### src/rtl/conso_dyn_acc_multi.sv
// Multi-channel dynamic-energy accumulator: per-channel edge counters feed a
// capacitance-weighted sum that is scaled by a VDD^2 code at finalize.

module conso_dyn_ch #(
  parameter int CNT_W     = 16,
  parameter int EDGE_MODE = 0
) (
  input  logic             clk,
  input  logic             rst_n,
  input  logic             clr,
  input  logic             cap_en,
  input  logic             cnt_en,
  input  logic             node,
  output logic             hit,
  output logic [CNT_W-1:0] cnt,
  output logic             sat
);
  localparam logic [CNT_W-1:0] CNT_MAX = '1;
  logic prev;

  assign hit = cnt_en & ((EDGE_MODE != 0) ? (node ^ prev) : (node & ~prev));
  assign sat = hit & (cnt == CNT_MAX);

  always_ff @(posedge clk or negedge rst_n) begin
    if (!rst_n) begin
      prev <= 1'b0;
      cnt  <= '0;
    end else begin
      if (cap_en | cnt_en) prev <= node;
      if (clr)              cnt <= '0;
      else if (hit && !sat) cnt <= cnt + 1'b1;
    end
  end
endmodule

module conso_dyn_acc_multi #(
  parameter int N_CH      = 8,
  parameter int CAP_W     = 8,
  parameter int ACC_W     = 24,
  parameter int CNT_W     = 16,
  parameter int VSQ_W     = 12,
  parameter int VSQ_CODE  = 1089,
  parameter int EDGE_MODE = 0,
  localparam int SEL_W    = (N_CH > 1) ? $clog2(N_CH) : 1
) (
  input  logic                    clk,
  input  logic                    rst_n,
  input  logic                    start_tick,
  input  logic                    stop_tick,
  input  logic                    fin_test,
  input  logic [N_CH-1:0]         node_in,
  input  logic [N_CH*CAP_W-1:0]   cap_val,
  input  logic [SEL_W-1:0]        ch_sel,
  output logic [ACC_W+VSQ_W-1:0]  internal_energy,
  output logic                    energy_valid,
  output logic [CNT_W-1:0]        ch_toggles,
  output logic                    busy,
  output logic                    overflow
);
  localparam int SUM_W = CAP_W + $clog2(N_CH + 1);
  localparam int EXT_W = ((ACC_W > SUM_W) ? ACC_W : SUM_W) + 1;
  localparam int EW    = ACC_W + VSQ_W;
  localparam logic [ACC_W-1:0] ACC_MAX = '1;
  localparam logic [VSQ_W-1:0] VSQ     = VSQ_W'(VSQ_CODE);

  typedef enum logic [2:0] {IDLE, ARMED, MEASURE, HOLD, FINAL, DONE} state_t;
  state_t state, state_nxt;

  logic                        clr, cnt_en;
  logic [N_CH-1:0]             hit, lane_sat;
  logic [N_CH-1:0][CNT_W-1:0]  cnt;
  logic [ACC_W-1:0]            acc;
  logic [SUM_W-1:0]            cap_sum;
  logic [EXT_W-1:0]            acc_ext;
  logic                        acc_sat;

  // A start outside ARMED restarts the window; it outranks any count this cycle.
  assign clr    = start_tick && (state != ARMED);
  assign cnt_en = (state == MEASURE) && !clr;

  always_ff @(posedge clk or negedge rst_n) begin
    if (!rst_n) state <= IDLE;
    else        state <= state_nxt;
  end

  always_comb begin
    state_nxt = state;
    if (clr) state_nxt = ARMED;
    else begin
      case (state)
        ARMED:   state_nxt = MEASURE;
        MEASURE: if (fin_test) state_nxt = FINAL;
                 else if (stop_tick) state_nxt = HOLD;
        HOLD:    if (fin_test) state_nxt = FINAL;
        FINAL:   state_nxt = DONE;
        default: state_nxt = state;
      endcase
    end
  end

  genvar g;
  generate
    for (g = 0; g < N_CH; g++) begin : g_ch
      conso_dyn_ch #(.CNT_W(CNT_W), .EDGE_MODE(EDGE_MODE)) u_ch (
        .clk    (clk),
        .rst_n  (rst_n),
        .clr    (clr),
        .cap_en (state == ARMED),
        .cnt_en (cnt_en),
        .node   (node_in[g]),
        .hit    (hit[g]),
        .cnt    (cnt[g]),
        .sat    (lane_sat[g])
      );
    end
  endgenerate

  // Extended-width add so a wrap can be detected and clamped in one cycle.
  always_comb begin
    cap_sum = '0;
    for (int i = 0; i < N_CH; i++)
      if (hit[i]) cap_sum = cap_sum + SUM_W'(cap_val[i*CAP_W +: CAP_W]);
    acc_ext = EXT_W'(acc) + EXT_W'(cap_sum);
    acc_sat = acc_ext > EXT_W'(ACC_MAX);
  end

  always_ff @(posedge clk or negedge rst_n) begin
    if (!rst_n) begin
      acc             <= '0;
      overflow        <= 1'b0;
      internal_energy <= '0;
      energy_valid    <= 1'b0;
    end else if (clr) begin
      acc          <= '0;
      overflow     <= 1'b0;
      energy_valid <= 1'b0;
    end else begin
      if (state == MEASURE) acc <= acc_sat ? ACC_MAX : acc_ext[ACC_W-1:0];
      if (acc_sat || (|lane_sat)) overflow <= 1'b1;
      if (state == FINAL) begin
        internal_energy <= EW'(acc) * EW'(VSQ);
        energy_valid    <= 1'b1;
      end
    end
  end

  assign busy       = (state == ARMED) || (state == MEASURE) || (state == HOLD) || (state == FINAL);
  assign ch_toggles = (int'(ch_sel) < N_CH) ? cnt[ch_sel] : '0;
endmodule
### config.mk
export PLATFORM = sky130hd
export DESIGN_NAME = conso_dyn_acc_multi
export DESIGN_NICKNAME = d
export VERILOG_FILES = /design/src/rtl/conso_dyn_acc_multi.sv
export SDC_FILE = /design/constraint.sdc
export NUM_CORES = 1
export LEC_CHECK = 0
export ABC_AREA = 1
export CORE_MARGIN = 3
export CORE_UTILIZATION = 50
export CTS_BUF_LIST = sky130_fd_sc_hd__clkbuf_2 sky130_fd_sc_hd__clkbuf_4 sky130_fd_sc_hd__clkbuf_8
export CTS_CLUSTER_DIAMETER = 100
export DETAILED_ROUTE_END_ITERATION = 7
export PLACE_DENSITY = 0.77
export SLEW_MARGIN = 25
export SYNTH_ARGS = -nofsm -noshare
export SYNTH_HDL_FRONTEND = slang
export SYNTH_SLANG_ARGS = --single-unit
### constraint.sdc
create_clock -name clk -period 12 [get_ports clk]
set_input_delay 2.4 -clock clk [delete_from_list [all_inputs] [get_ports clk]]
set_output_delay 2.4 -clock clk [all_outputs]
set_load 0.01 [all_outputs]
==> metrics <==
final instance area between 0.015 and 0.02 mm²; post-route minimum period between 10 and 15 ns; power density cells ~110 mW/mm²; core area roughly 0.033 mm²; port bufs 133; Lkg Pwr just under 10 nW; status complete, no violations; Worst Setup Start Kind input pin; Die Ht approximately 190 µm; Final Hold Viols 0; Levels on crit path between 50 and 60; Setup crit start node_in[0]; Top Family by Delay on Critical Path adder cells; Synth Flop Type dfrtp_1; WHS Path Cells 2; DR WL/cell roughly 16 µm; Mean Syn Cell Area between 7 and 8 µm²; first-pass GRT wire length between 70 and 80 mm; register area share after synthesis between 20 and 30%; via/cell ratio ~5.6; fill cell count a little under 3,000; Post-Synthesis Net Count about 2,700; CTS tree built; Synth Cell Area around 0.017 mm²; TritonRoute pass-1 iters 6; most common cell in the netlist nand2_1; WP buf/inv 15; clk buf depth 2; Worst R2R Path Depth 58; non-filler cells, final a little under 3,000; worst skew pair latency roughly 0.54 ns; post-synth top area share slightly below 30%; DR vias between 15,000 and 20,000; Critical Path AT 11.97 ns; GRT Overall Usage roughly 26%; max-slew violation count 0; Final period util a little over nine tenths; final RePlAce weighted congestion roughly 0.96; HPWL after detailed placement between 30 and 40 mm; max-cap viol count 0; Setup crit end acc[21]; dpl cells 2,924; initial antenna violation count 1; slew margin rel. between 30% and 40%; Clock Sinks 200; vias in the first global route 16,100; R2R Path End acc[21]; DRC 0; worst hold path type flip-flop to flip-flop; Cells after Synth 2,373; reg2reg setup slack 2.06 ns; worst r2r src state[2]; Post-synth EDFFs 0; #FFs+latches synth 200; First DRT Iteration DRCs approximately 1,300; Power Total ~2.3 mW; Area contributors post-synth dfrtp_1, ha_1, nand2_1; Layout Nets between 2,000 and 3,000; Synth-to-Final Area Change 16.5%; cell mode on critical path inv_1; utilization after layout between 60% and 70%; placed inst area roughly 0.019 mm²; Synth top cells by count nand2_1, inv_1, o21ai_0; kind of end point of the critical path flip-flop; Least-Margin Pin Slew 0.971 ns; Synth async-reset ratio between 90% and 100%; hold_buf cts 0; Hold Slack between 0.4 and 0.5 ns; total gr overflow 0; CP Class input pin to flip-flop; CTS H-tree depth 4; Starting Density 51.6%; Placement Rows 66; skew final between 0.03 and 0.04 ns; Synth cell types between 50 and 60; slowest cell on the critical path fa_2; Die X ~190 µm; Root Driver clkbuf_8; WP data required between 10 and 15 ns; CTS Buf Count 17; clock-pin slew on the worst setup and hold paths about 0.11 ns; I/O pins about 140; CP Max Fanout 8; largest net degree at the start of global routing 83; area leader, netlist dfrtp_1; peak supply drop 0.0868 mV; fmax a little under 90 MHz; layout cell share with drive strength beyond 1 8.98%; Total Die Area 0.0363 mm²; total wire length ~47 mm; post-route ant nets 0; Final setup viols 0; yosys warns 0; CP max stage delay ~0.52 ns
==> cell type report <==
cell class,count,area [µm²],area share (%)
clock inverters,15,189,0.952
repair buffers,183,1720,8.69
well taps,442,553,2.79
flip-flops and latches,200,5000,25.2
diodes,1,2.50,0.0126
clock buffers,17,234,1.18
inverters,387,1450,7.32
multi-input cells,1726,10700,53.9
==> cells in the final DEF, fill, tap and decap left out, types with 4 or more instances in the layout <==
| cell | count |
|---|---|
| o21bai_1 | 4 |
| a21oi_1 | 206 |
| o21ai_0 | 220 |
| inv_8 | 4 |
| ha_1 | 167 |
| clkinv_8 | 4 |
| nand4_1 | 22 |
| buf_6 | 5 |
| nand3_2 | 9 |
| o22ai_1 | 6 |
| nand2_2 | 14 |
| and2_1 | 7 |
| xor2_1 | 34 |
| a31oi_1 | 38 |
| nand3_1 | 91 |
| clkbuf_8 | 18 |
| ha_4 | 13 |
| nor2_2 | 13 |
| xnor2_1 | 19 |
| buf_4 | 45 |
| nor2_1 | 155 |
| inv_1 | 366 |
| a211oi_1 | 13 |
| nor4_1 | 13 |
| nand2_4 | 7 |
| dfrtp_1 | 200 |
| nand3_4 | 6 |
| a21oi_2 | 13 |
| inv_2 | 17 |
| o31ai_1 | 6 |
| nand2_1 | 446 |
| or2_2 | 20 |
| clkdlybuf4s50_1 | 131 |
| o21ai_1 | 21 |
| clkinv_1 | 4 |
| fa_1 | 20 |
| o21ai_2 | 13 |
| nor3_1 | 69 |
| a221oi_1 | 16 |
==> worst min path at each step <==
| stage | start | endpoint | slack, ns |
|---|---|---|---|
| 2_1_floorplan | g_ch[4].u_ch.cnt[2] | g_ch[4].u_ch.cnt[2] | 0.44 |
| 3_3_place_gp | internal_energy[6] | internal_energy[6] | 0.46 |
| 3_5_place_dp | internal_energy[7] | internal_energy[7] | 0.46 |
| 4_1_cts | g_ch[4].u_ch.cnt[2] | g_ch[4].u_ch.cnt[2] | 0.50 |
| 5_1_grt | internal_energy[6] | internal_energy[6] | 0.51 |
| 6_report | internal_energy[8] | internal_energy[8] | 0.49 |
==> tightest hold or removal path, stage by stage (launching register included) <==
cell and delay (ns):
dfrtp_1 0.37, nand2_1 0.06, nand2_1 0.05
==> cells by family after synthesis <==
logic type	Yosys count	share of synthesized area [%]
AND/OR/NAND/NOR	887	23.3
buffers and inverters	447	9.96
AO/OA/AOI/OAI	582	18.8
XOR/XNOR	53	2.72
flip-flops	200	29.4
other	1	0.0220
adder cells (fa/ha/maj)	203	15.8
==> registers in the layout, indices dropped and copies added, names as in the netlist <==
register	count
g_ch.u_ch.prev	8
g_ch.u_ch.cnt	128
internal_energy	35
overflow	1
state	3
acc	24
energy_valid	1
==> what timing repair did <==
item / in CTS / in global routing
endpoints found under the setup margin: 0 / 25
endpoints found under the hold margin: 0 / 0
resized for setup: 0 / 96
setup buffers: 0 / 13
==> per-stage QoR <==
step	setup slack, ns	setup TNS [ns]
2_1_floorplan	0.584	0
3_3_place_gp	0.107	0
3_5_place_dp	-0.244	-3.57
4_1_cts	0.284	0
5_1_grt	-0.167	-2.77
6_report	0.446	0
==> per-layer routing <==
metal  part of all wire, %  GRT usage (%)  routed length, µm
met5                     0              0                  0
met2                    50           46.3              23600
met4                   3.3           9.68               1560
met1                    42           31.5              19800
met3                   5.1           4.08               2400
==> report_power, final <==
group	total [mW]	internal [mW]	switching (mW)
clock network	0.472	0.164	0.307
registers	0.819	0.756	0.0630
logic	0.977	0.397	0.580
total	2.27	1.32	0.950
Note: power is estimated with default switching activity, not from simulation.
